$ cat src/rtl/seg_frame_decoder.sv
// Six-digit seven-segment bus receiver: glitch filter, digit decode, blink detection, valid/ready frame output.
// Optional error counter output err_count is enabled by defining SEG_FRAME_ERRCNT_EN.
module seg_frame_decoder #(
    parameter int STABLE_CYCLES = 4,
    parameter int BLINK_TIMEOUT = 2500000,
    parameter int TO_W          = 22
) (
    input  logic        clk,
    input  logic        rst,
    input  logic [6:0]  seg1,
    input  logic [6:0]  seg2,
    input  logic [6:0]  seg3,
    input  logic [6:0]  seg4,
    input  logic [6:0]  seg5,
    input  logic [6:0]  seg6,
    input  logic        frame_ready,
    output logic        frame_valid,
    output logic [23:0] digits,
    output logic [5:0]  blink,
    output logic        overrun,
    output logic        decode_err
`ifdef SEG_FRAME_ERRCNT_EN
    ,
    output logic [7:0]  err_count
`endif
);

    typedef enum logic {IDLE, PEND} state_t;

    localparam logic [7:0]      STABLE_MAX = 8'(STABLE_CYCLES);
    localparam logic [TO_W-1:0] TO_LAST    = TO_W'(BLINK_TIMEOUT - 1);
    localparam logic [TO_W-1:0] TO_MAX     = TO_W'(BLINK_TIMEOUT);
    localparam logic [3:0]      CODE_BLANK = 4'hF;
    localparam logic [3:0]      CODE_ERR   = 4'hE;

    function automatic logic [3:0] decode_seg(input logic [6:0] pat);
        case (pat)
            7'b1111110: decode_seg = 4'd0;
            7'b0110000: decode_seg = 4'd1;
            7'b1101101: decode_seg = 4'd2;
            7'b1111001: decode_seg = 4'd3;
            7'b0110011: decode_seg = 4'd4;
            7'b1011011: decode_seg = 4'd5;
            7'b1011111: decode_seg = 4'd6;
            7'b1110000: decode_seg = 4'd7;
            7'b1111111: decode_seg = 4'd8;
            7'b1111011: decode_seg = 4'd9;
            7'b0000000: decode_seg = CODE_BLANK;
            default:    decode_seg = CODE_ERR;
        endcase
    endfunction

    logic [41:0]     sample_q, prev_q, ref_q;
    logic [7:0]      stable_cnt_q;
    logic            accept;
    state_t          state_q, state_d;
    logic [5:0]      blink_q, blink_d;
    logic [3:0]      hold_q [6];
    logic [3:0]      hold_d [6];
    logic [TO_W-1:0] to_cnt_q [6];
    logic [TO_W-1:0] to_cnt_d [6];
    logic [3:0]      code [6];
    logic [23:0]     digits_d;
    logic            err_d;

    // prev_q is the sample the counter vouches for; ref_q is the last accepted frame.
    assign accept = (stable_cnt_q == STABLE_MAX) && (prev_q != ref_q);

    // NOTE: sequential state uses non-blocking assignments so every register samples pre-edge values.
    always_ff @(posedge clk or negedge rst) begin
        if (!rst) begin
            sample_q     <= '0;
            prev_q       <= '0;
            stable_cnt_q <= '0;
        end else begin
            sample_q <= {seg6, seg5, seg4, seg3, seg2, seg1};
            prev_q   <= sample_q;
            if (sample_q != prev_q)
                stable_cnt_q <= 8'd1;
            else if (stable_cnt_q != STABLE_MAX)
                stable_cnt_q <= stable_cnt_q + 8'd1;
        end
    end

    // NOTE: every variable gets its default before any branch so no latch is inferred.
    always_comb begin
        blink_d  = blink_q;
        err_d    = 1'b0;
        digits_d = '0;
        for (int i = 0; i < 6; i++) begin
            code[i]     = decode_seg(prev_q[7*i +: 7]);
            hold_d[i]   = hold_q[i];
            to_cnt_d[i] = to_cnt_q[i];
            if (code[i] == CODE_ERR)
                err_d = 1'b1;
            if (accept) begin
                if (code[i] != CODE_BLANK) begin
                    hold_d[i]   = code[i];
                    to_cnt_d[i] = '0;
                end else if (ref_q[7*i +: 7] != 7'd0) begin
                    blink_d[i] = 1'b1;
                end
            end else if (blink_q[i] && ref_q[7*i +: 7] != 7'd0) begin
                if (to_cnt_q[i] == TO_LAST) begin
                    blink_d[i]  = 1'b0;
                    to_cnt_d[i] = TO_MAX;
                end else begin
                    to_cnt_d[i] = to_cnt_q[i] + 1'b1;
                end
            end
            // A blinking digit in its blank phase reports the code it last showed.
            digits_d[4*i +: 4] = (code[i] == CODE_BLANK && blink_d[i]) ? hold_d[i] : code[i];
        end
    end

    always_comb begin
        state_d = state_q;
        case (state_q)
            IDLE:    if (accept) state_d = PEND;
            PEND:    if (frame_ready && !accept) state_d = IDLE;
            default: state_d = IDLE;
        endcase
    end

    assign frame_valid = (state_q == PEND);

    // NOTE: the per-digit hold/timeout arrays are reset too, since all state must read 0 in reset.
    always_ff @(posedge clk or negedge rst) begin
        if (!rst) begin
            state_q    <= IDLE;
            ref_q      <= '0;
            blink_q    <= '0;
            digits     <= '0;
            blink      <= '0;
            overrun    <= 1'b0;
            decode_err <= 1'b0;
            for (int i = 0; i < 6; i++) begin
                hold_q[i]   <= '0;
                to_cnt_q[i] <= '0;
            end
        end else begin
            state_q <= state_d;
            blink_q <= blink_d;
            for (int i = 0; i < 6; i++) begin
                hold_q[i]   <= hold_d[i];
                to_cnt_q[i] <= to_cnt_d[i];
            end
            if (accept) begin
                ref_q      <= prev_q;
                digits     <= digits_d;
                decode_err <= err_d;
            end
            // Blink output is frozen while a frame is pending, otherwise it follows the live flags.
            if (accept || state_d == IDLE)
                blink <= blink_d;
            if (accept && state_q == PEND && !frame_ready)
                overrun <= 1'b1;
        end
    end

`ifdef SEG_FRAME_ERRCNT_EN
    always_ff @(posedge clk or negedge rst) begin
        if (!rst)
            err_count <= '0;
        else if (accept && err_d && err_count != 8'hFF)
            err_count <= err_count + 8'd1;
    end
`endif

endmodule

$ cat config.mk
export PLATFORM = sky130hd
export DESIGN_NAME = seg_frame_decoder
export DESIGN_NICKNAME = d
export VERILOG_FILES = /design/src/rtl/seg_frame_decoder.sv
export SDC_FILE = /design/constraint.sdc
export NUM_CORES = 1
export LEC_CHECK = 0
export ABC_AREA = 1
export CORE_MARGIN = 3
export CORE_UTILIZATION = 62
export CTS_CLUSTER_DIAMETER = 120
export DETAILED_ROUTE_END_ITERATION = 12
export GPL_TIMING_DRIVEN = 0
export PLACE_DENSITY = 0.81
export SYNTH_ARGS = -nofsm -noshare
export SYNTH_HDL_FRONTEND = slang
export SYNTH_SLANG_ARGS = --single-unit
$ cat constraint.sdc
create_clock -name clk -period 4.3 [get_ports clk]
set_clock_uncertainty 0.2 [all_clocks]
set_input_delay 0.86 -clock clk [delete_from_list [all_inputs] [get_ports clk]]
set_output_delay 0.86 -clock clk [all_outputs]
set_load 0.1 [all_outputs]
==> impl_metrics.toml, run 1 <==
[status]
run_status = "finished, final reports clean"

[final_layout]
final_area_um2 = 19700
drive_gt1_share_pct = 7.63
nets = 2293
layout_commonest_cell = "nand2_1"
finalNonFillerCells = 2607
n_antenna_cell = 0
final_util_pct = 72.9
final_cell_mix = "nand2_1 (453), dfrtp_1 (329), inv_1 (273)"
syn_to_final_growth_pct = 15.4

[worst_setup_path]
r2r_start = "prev_q[20]"
crit_path_max_fanout = 10
crit_start = "prev_q[20]"
path_class = "flip-flop to flip-flop"
required_ps = 4510
cp_data_arrival_time_ps = 3400
critPathLaunchType = "flip-flop"
end_kind = "flip-flop"
crit_path_end = "digits[3]"
ff2ff_path_depth = 15
rr_endpoint = "digits[3]"
rrSetupSlack_ps = 1110

[placed_design]
dp_cells = 2541
place_area_um2 = 18300
dp_hpwl_um = 29900
routabilityCongestion = 0.938
io_buffers = 77

[yosys]
syn_area_um2 = 17100
synth.distinct_cells = 50
async_flop_share_pct = 100
synth.area.top_cells = "dfrtp_1 (48%), nand2_1 (10%), inv_1 (6.0%), xor2_1 (5.1%), nand3_1 (4.5%)"
avgSynthCellArea_um2 = 8.05
yosys_warnings = 0
synth-edff-count = 0
syn_nets = 2174
synth_top_cell_area_share_pct = 48.2
synth_cells = 2121
yosysSeqAreaShare_pct = 48.2
yosysTopAreaCell = "dfrtp_1"
synth_seq_cells = 329
synth_ff_type = "dfrtp_1"

[clock_tree]
htreeDepth = 2
cts_buffers = 38
hold_buffers = 0
insertion_delay_ps = 520
cts_buffer_depth = 3
post_cts_resized = 0
clkTransAtPathRegs_ps = 60
cts_sinks = 329
tritoncts = "built"
cts_root_buf = "clkbuf_16"
post_cts_buffers = 0

[timing]
tightestPinTransition_ps = 1040
rsz0062_at_grt = "false"
layout_min_cycle_time_ps = 3190
finalSetupViolations = 0
maxSlewHeadroom_pct = 30.7
period_share_pct = 74.1
whs_ps = 157
hold_violations = 0
slew_viol_final = 0
fmax_ghz = 0.314

[detailed_routing]
num_vias = 15008
drt-total-wl_um = 41800
drtIter0Drc = 1242
drc_errors = 0
wl_per_cell_um = 16.0
dr.pass1.iters = 6
vias_per_cell = 5.76
antenna_left = 0

[power]
cellPowerDensity_nw_per_um2 = 352
power.switching_uw = 1490
pwr-share-seq_pct = 45.8
switching_share_pct = 21.5
internal-power_uw = 5450
ir_drop_mv = 0.348
combPwrFrac_pct = 4.0
clockPowerShare_pct = 50.2
power.leakage_uw = 0.00916
design_power_total_uw = 6940

[global_routing]
grt_pass1_vias = 14235
grt-ovfl-total = 0
grt_first_pass_wirelength_um = 68900
grt_max_degree = 126
grt_usage_pct = 28.5
antenna_found_initial = 0

[floorplan]
core_um2 = 27000
fp.dieH_um = 172
die_w_um = 172
initial_core_util_pct = 63.2
pin_count = 78
num_rows = 60
die-area_um2 = 29600

[worst_hold_path]
hold_path.class = "input pin to async pin"

[flow_run]
drv_cap = 0
[Yosys cell counts, types with 3 or more instances]
cell type / n
nand2_1: 453
dfrtp_1: 329
inv_1: 273
nor2_1: 200
nand3_1: 152
o21ai_0: 130
xor2_1: 99
nand4_1: 69
nor3_1: 62
o22ai_1: 55
xnor2_1: 46
buf_2: 42
a21oi_1: 26
nor4_1: 21
or2_2: 18
inv_2: 16
o21ai_1: 16
a31oi_1: 14
o21a_1: 12
nand2_2: 9
clkbuf_1: 8
ha_1: 8
a22o_1: 4
buf_6: 4
o21bai_1: 4
a21boi_0: 3
a41oi_1: 3
nand3b_1: 3
nor2_2: 3
nor3_2: 3
o21ai_2: 3
or2_1: 3
[state kept, by name, summed over array words and instances, names as in the netlist]
| name | flops |
|---|---|
| digits | 24 |
| overrun | 1 |
| to_cnt_q | 132 |
| decode_err | 1 |
| stable_cnt_q | 8 |
| blink_q | 6 |
| prev_q | 42 |
| blink | 6 |
| ref_q | 42 |
| sample_q | 42 |
| frame_valid | 1 |
| hold_q | 24 |
[routing by layer]
| metal | up-vias | track usage, % | part of all wire (%) |
|---|---|---|---|
| met1 | 7150 | 40.3 | 44 |
| met2 | 576 | 45.0 | 46 |
| li1 | 7160 | - | - |
| met4 | 0 | 11.2 | 3.9 |
| met3 | 122 | 4.14 | 6.1 |
| met5 | - | 0 | 0 |
[layout make-up]
cell class	instances	area, µm²
clock buffers	49	1130
clock inverters	17	248
repair buffers	79	831
fillers	2036	7320
well taps	341	427
flip-flops and latches	329	8230
plain buffers	57	303
multi-input cells	1444	7450
inverters	291	1090
[power by group through the flow]
stage | Sequential, µW | Combinational (µW) | Clock, µW
final | 3180 | 276 | 3490
after global routing | 3180 | 312 | 3680
after CTS | 3170 | 280 | 3530
after detailed placement | 3230 | 278 | 0
after global placement | 3230 | 264 | 0
after floorplan | 3220 | 132 | 0
[critical path: stages (launching register included)]
cell and delay (ps):
dfrtp_1 370, buf_2 180, xnor2_1 240, nand2_1 80, nor2_1 100, nand2_1 80, nor2_1 210, nand3_2 230
nand2_2 220, inv_2 60, buf_2 240, clkbuf_1 370, o21ai_0 300, inv_1 70, o21ai_1 70, inv_1 50
[how the worst min path moves through the flow]
stage	cells past startpoint	end	from
floorplan	0	prev_q[10]	sample_q[10]
global placement	0	prev_q[25]	sample_q[25]
detailed placement	0	prev_q[29]	sample_q[29]
CTS	1	to_cnt_q[82]	rst
global route	0	prev_q[30]	sample_q[30]
finish	1	to_cnt_q[82]	rst
[metrics by stage]
| stage | setup slack (ps) | TNS, ps |
|---|---|---|
| 2_1_floorplan | 2180 | 0 |
| 3_3_place_gp | -11840 | -3878750 |
| 3_5_place_dp | 1170 | 0 |
| 4_1_cts | 1110 | 0 |
| 5_1_grt | 882 | 0 |
| 6_report | 1110 | 0 |
[logic make-up after synthesis]
group	count (synthesis)	synth area share [%]
AOI/OAI and AO/OA	282	9.54
and+or+nand+nor	1007	25.9
adders and majority gates	8	0.586
xor gates and xnor gates	145	7.44
DFF	329	48.2
buffers and inverters	348	8.17
muxes	2	0.117
(Power assumes the default switching activity.)
==> run 2: changes to the inputs <==
Settings changed: CORE_UTILIZATION 62 to 61, PLACE_DENSITY 0.81 to 0.8.
Clock period 4.3 ns to 3.1 ns, I/O delays scaled along.
==> run 2 against run 1 <==
Effect of this change:
- the flow now finishes with violations (hold timing)
- total power rose by 33%
- design area fell by 0.33%
- combinational power rose by 39%
- worst hold slack got worse by 170 ps
- critical endpoint is now digits[17]
==> impl_metrics.toml, run 2 (same netlist as run 1, synthesis figures left out) <==
[power]
cellPowerDensity_nw_per_um2 = 470
power.leakage_uw = 0.00910
ir_drop_mv = 0.505
design_power_total_uw = 9240

[final_layout]
regMostFlops = "to_cnt_q"
largest_reg_flops = 132
syn_to_final_growth_pct = 15.0
final_util_pct = 72.1
finalNonFillerCells = 2633
layout_commonest_cell = "nand2_1"
regArea_um2 = 8230
num-fill-cells = 2057
final_area_um2 = 19600
final_cell_mix = "nand2_1 (452), dfrtp_1 (329), inv_1 (273)"
nets = 2291
multi_input_area_um2 = 7470
n_antenna_cell = 0
drive_gt1_share_pct = 7.61

[worst_setup_path]
rr_endpoint = "decode_err"
path_cells = "clkdlybuf4s50_1"
rrSetupSlack_ps = 250
required_ps = 2280
critPathSlowestCell = "clkdlybuf4s50_1"
max_stage_delay_ps = 1160
cp.buffers_inverters = 1
ff2ff_path_depth = 11
end_kind = "output pin"
cp_data_arrival_time_ps = 2110
crit_path_max_fanout = 2
critPathLaunchType = "flip-flop"
critPathTopFamily = "buffers and inverters"
r2r_start = "stable_cnt_q[0]"
path_class = "flip-flop to output pin"

[floorplan]
fp.dieH_um = 173
pin_count = 78
initial_core_util_pct = 62.7
die_w_um = 173
core_um2 = 27300
num_rows = 60
die-area_um2 = 30000

[detailed_routing]
wl_per_cell_um = 15.6
vias_per_cell = 5.63
drt-total-wl_um = 41100
antenna_left = 0
drc_errors = 0
drtIter0Drc = 1307
dr.pass1.iters = 5
num_vias = 14828

[clock_tree]
tritoncts = "built"
clkTransAtPathRegs_ps = 60
cts_sinks = 329
htreeDepth = 2
cts_buffers = 36
cts_buffer_depth = 3
cts_root_buf = "clkbuf_16"
hold_buffers = 0
insertion_delay_ps = 530

[flow_run]
drv_cap = 0

[timing]
rsz0062_at_grt = "false"
maxSlewHeadroom_pct = 31.1
period_share_pct = 94.5
layout_min_cycle_time_ps = 2930
slew_viol_final = 0
tightestPinTransition_ps = 1030
hold_violations = 17
fmax_ghz = 0.341
whs_ps = -12.9
setup_tns_ps = 0
finalSetupViolations = 0

[global_routing]
grt-ovfl-total = 0
grt_pass1_vias = 14325
grt_usage_pct = 27.3
antenna_found_initial = 0
grt_first_pass_wirelength_um = 68900
grt_max_degree = 114

[placed_design]
routabilityCongestion = 0.928
place_area_um2 = 18400
dp_cells = 2572
dp_hpwl_um = 29300
io_buffers = 77

[status]
run_status = "finished, violations left"
violations = "hold timing"

[worst_hold_path]
hold_path.class = "input pin to async pin"
## run 2: layout make-up
| class | instances | area share (%) |
|---|---|---|
| multi-input combinational | 1444 | 38.0 |
| sequential | 329 | 41.9 |
| inverter | 291 | 5.56 |
| timing repair buffer | 81 | 4.31 |
| tap | 372 | 2.37 |
| clock buffer | 48 | 5.38 |
| buffer | 55 | 1.54 |
| clock inverter | 13 | 0.911 |
## run 2: where the power goes
group | leakage (µW) | switching [µW] | internal, µW
clock network | 0.000612 | 1730 | 2730
registers | 0.00440 | 52.0 | 4350
logic | 0.00410 | 241 | 143
total | 0.00910 | 2020 | 7220
## run 2: layer usage
metal  track usage (%)  up-vias  part of all wire (%)
met2              44.8      525                    47
met3              3.46       98                   5.7
met5                 0        -                     0
met4              9.53        0                   3.3
met1              37.8     7050                    44
li1                  -     7155                     -
## run 2: how the worst max path moves through the flow
stage / start / end / depth (start not counted)
after CTS: prev_q[20] / ref_q[9] / 12
after global placement: rst / to_cnt_q[46] / 1
final: digits[17] / digits[17] / 1
after floorplan: stable_cnt_q[0] / digits[22] / 10
after detailed placement: prev_q[20] / digits[0] / 15
after global routing: prev_q[20] / digits[16] / 15
## run 2: metrics by stage
step	hold slack (ps)	setup slack, ps
2_1_floorplan	124	977
3_3_place_gp	172	-12830
3_5_place_dp	179	49.7
4_1_cts	23.0	54.5
5_1_grt	51.2	91.7
6_report	-12.9	170
## run 2: timing repair
action	CTS	global route
resized for setup	0	8
pin swaps	0	1
endpoints found under the setup margin	4	111
buffers inserted	0	2
## run 2: worst reg2reg max path: stages (launching register included)
cell     delay, ps
dfrtp_1        410
inv_1           90
ha_1           150
nand3_1        160
nor2_4         330
nand2_2        170
inv_2          120
buf_2          400
buf_2          390
nand3_1        130
nor2_1         120
a21oi_1         70
==> run 3: changes to the inputs <==
Settings changed: CAP_MARGIN from default to 0, PLACE_DENSITY 0.8 to default, PLACE_DENSITY_LB_ADDON from default to 0.12.
==> run 3 against run 2 <==
Effect of this change:
- the run now ends clean
- flip-flop and latch count unchanged
- cell count up 0.30%
- design area up 0.14%
- clock power about the same
- total power up 0.38%
- via count about the same
- critical path type unchanged
- critical endpoint is now digits[16]
- largest cell class unchanged
==> impl_metrics.toml, run 3 (same netlist as run 1, synthesis figures left out) <==
[clock_tree]
cts_sinks = 329
htreeDepth = 2
cts_root_buf = "clkbuf_16"
cts_buffer_depth = 3
tritoncts = "built"
clkTransAtPathRegs_ps = 60
cts_buffers = 36
insertion_delay_ps = 530

[final_layout]
regMostFlops = "to_cnt_q"
largest_reg_flops = 132
drive_gt1_share_pct = 7.58
final_cell_mix = "nand2_1 (453), dfrtp_1 (329), inv_1 (273)"
n_antenna_cell = 0
layout_commonest_cell = "nand2_1"
syn_to_final_growth_pct = 15.2
nets = 2294

[floorplan]
pin_count = 78
die_w_um = 173
die-area_um2 = 30000
num_rows = 60
initial_core_util_pct = 62.7
core_um2 = 27300
fp.dieH_um = 173

[detailed_routing]
drc_errors = 0
drt-total-wl_um = 41400
drtIter0Drc = 1320
dr.pass1.iters = 5
wl_per_cell_um = 15.7
num_vias = 14821
vias_per_cell = 5.61
antenna_left = 0

[power]
combPwrFrac_pct = 4.2
ir_drop_mv = 0.575
power.switching_uw = 2050
pwr-share-seq_pct = 47.5
switching_share_pct = 22.1
clockPowerShare_pct = 48.4
internal-power_uw = 7230
power.leakage_uw = 0.00912
cellPowerDensity_nw_per_um2 = 472

[worst_setup_path]
end_kind = "output pin"
r2r_start = "stable_cnt_q[0]"
critPathTopFamily = "buffers and inverters"
cp.buffers_inverters = 1
critPathLaunchType = "flip-flop"
rr_endpoint = "digits[3]"
path_class = "flip-flop to output pin"
crit_path_max_fanout = 2
required_ps = 2280
ff2ff_path_depth = 10
rrSetupSlack_ps = 210
path_cells = "clkdlybuf4s50_1"
max_stage_delay_ps = 1160
cp_data_arrival_time_ps = 2090
critPathSlowestCell = "clkdlybuf4s50_1"

[placed_design]
routabilityCongestion = 0.945
dp_hpwl_um = 29900
io_buffers = 77
pre_cts_slack_ps = 34.7

[timing]
finalSetupViolations = 0
rsz0062_at_grt = "false"
setup_tns_ps = 0
fmax_ghz = 0.344
slew_viol_final = 0
period_share_pct = 93.8
layout_min_cycle_time_ps = 2910
maxSlewHeadroom_pct = 30.2
hold_violations = 0
tightestPinTransition_ps = 1040
setup_ws_ps = 192

[global_routing]
grt_usage_pct = 27.7
grt_first_pass_wirelength_um = 70100
grt_pass1_vias = 14500
antenna_found_initial = 0
grt-ovfl-total = 0
grt_max_degree = 102

[worst_hold_path]
hp-start = "sample_q[36]"
whs_path_depth = 0
worstHoldEndpoint = "prev_q[36]"
hold_path.class = "flip-flop to flip-flop"

[flow_run]
drv_cap = 0

[status]
run_status = "finished, final reports clean"
==> run 3: repair_timing <==
action                     4_1_cts  5_1_grt
setup endpoints to repair        0       22
hold endpoints to repair        47        0
gates resized for setup          0        5
hold buffers                     1        0
buffers inserted                 0        2
==> run 3: worst max-delay path by stage <==
stage	cells after the start	slack (ps)	from	to
finish	1	190	digits[16]	digits[16]
CTS	12	10	stable_cnt_q[0]	digits[11]
floorplan	10	980	stable_cnt_q[0]	digits[22]
global route	12	2	stable_cnt_q[0]	digits[16]
detailed placement	12	30	stable_cnt_q[0]	digits[19]
global placement	1	-12960	rst	to_cnt_q[46]
==> run 3: cell type report <==
type / instances / area, µm²
plain buffers: 56 / 302
clock buffers: 52 / 1060
clock inverters: 14 / 184
fillers: 2076 / 7580
inverters: 291 / 1090
multi-input cells: 1444 / 7450
flip-flops and latches: 329 / 8230
well taps: 372 / 465
repair buffers: 83 / 883
==> run 3: routing by layer <==
layer | global-route usage [%] | part of all wire, % | wire length, µm
met1 | 38.4 | 44 | 18000
met2 | 45.1 | 46 | 19200
met3 | 4.05 | 6.6 | 2730
met4 | 9.59 | 3.4 | 1420
met5 | 0 | 0 | 0
==> run 3: power by group through the flow <==
stage          Clock (µW)  Combinational, µW  Sequential [µW]
2_1_floorplan           0                183             4470
3_3_place_gp            0                367             4480
3_5_place_dp            0                389             4480
4_1_cts              4560                393             4400
5_1_grt              4770                439             4410
6_report             4480                388             4400
==> run 3: metrics by stage <==
stage | utilization [%] | total power (µW) | instance area [µm²] | hold slack, ps | std cells
after floorplan | - | 4650 | 17100 | 124 | 2121
after global placement | 67.2 | 4850 | 18300 | 174 | 2570
after detailed placement | 67.5 | 4870 | 18400 | 177 | 2573
after CTS | 72.1 | 9350 | 19700 | 191 | 2640
after global routing | 72.2 | 9610 | 19700 | 200 | 2641
final | 72.2 | 9280 | 19700 | 188 | 2641
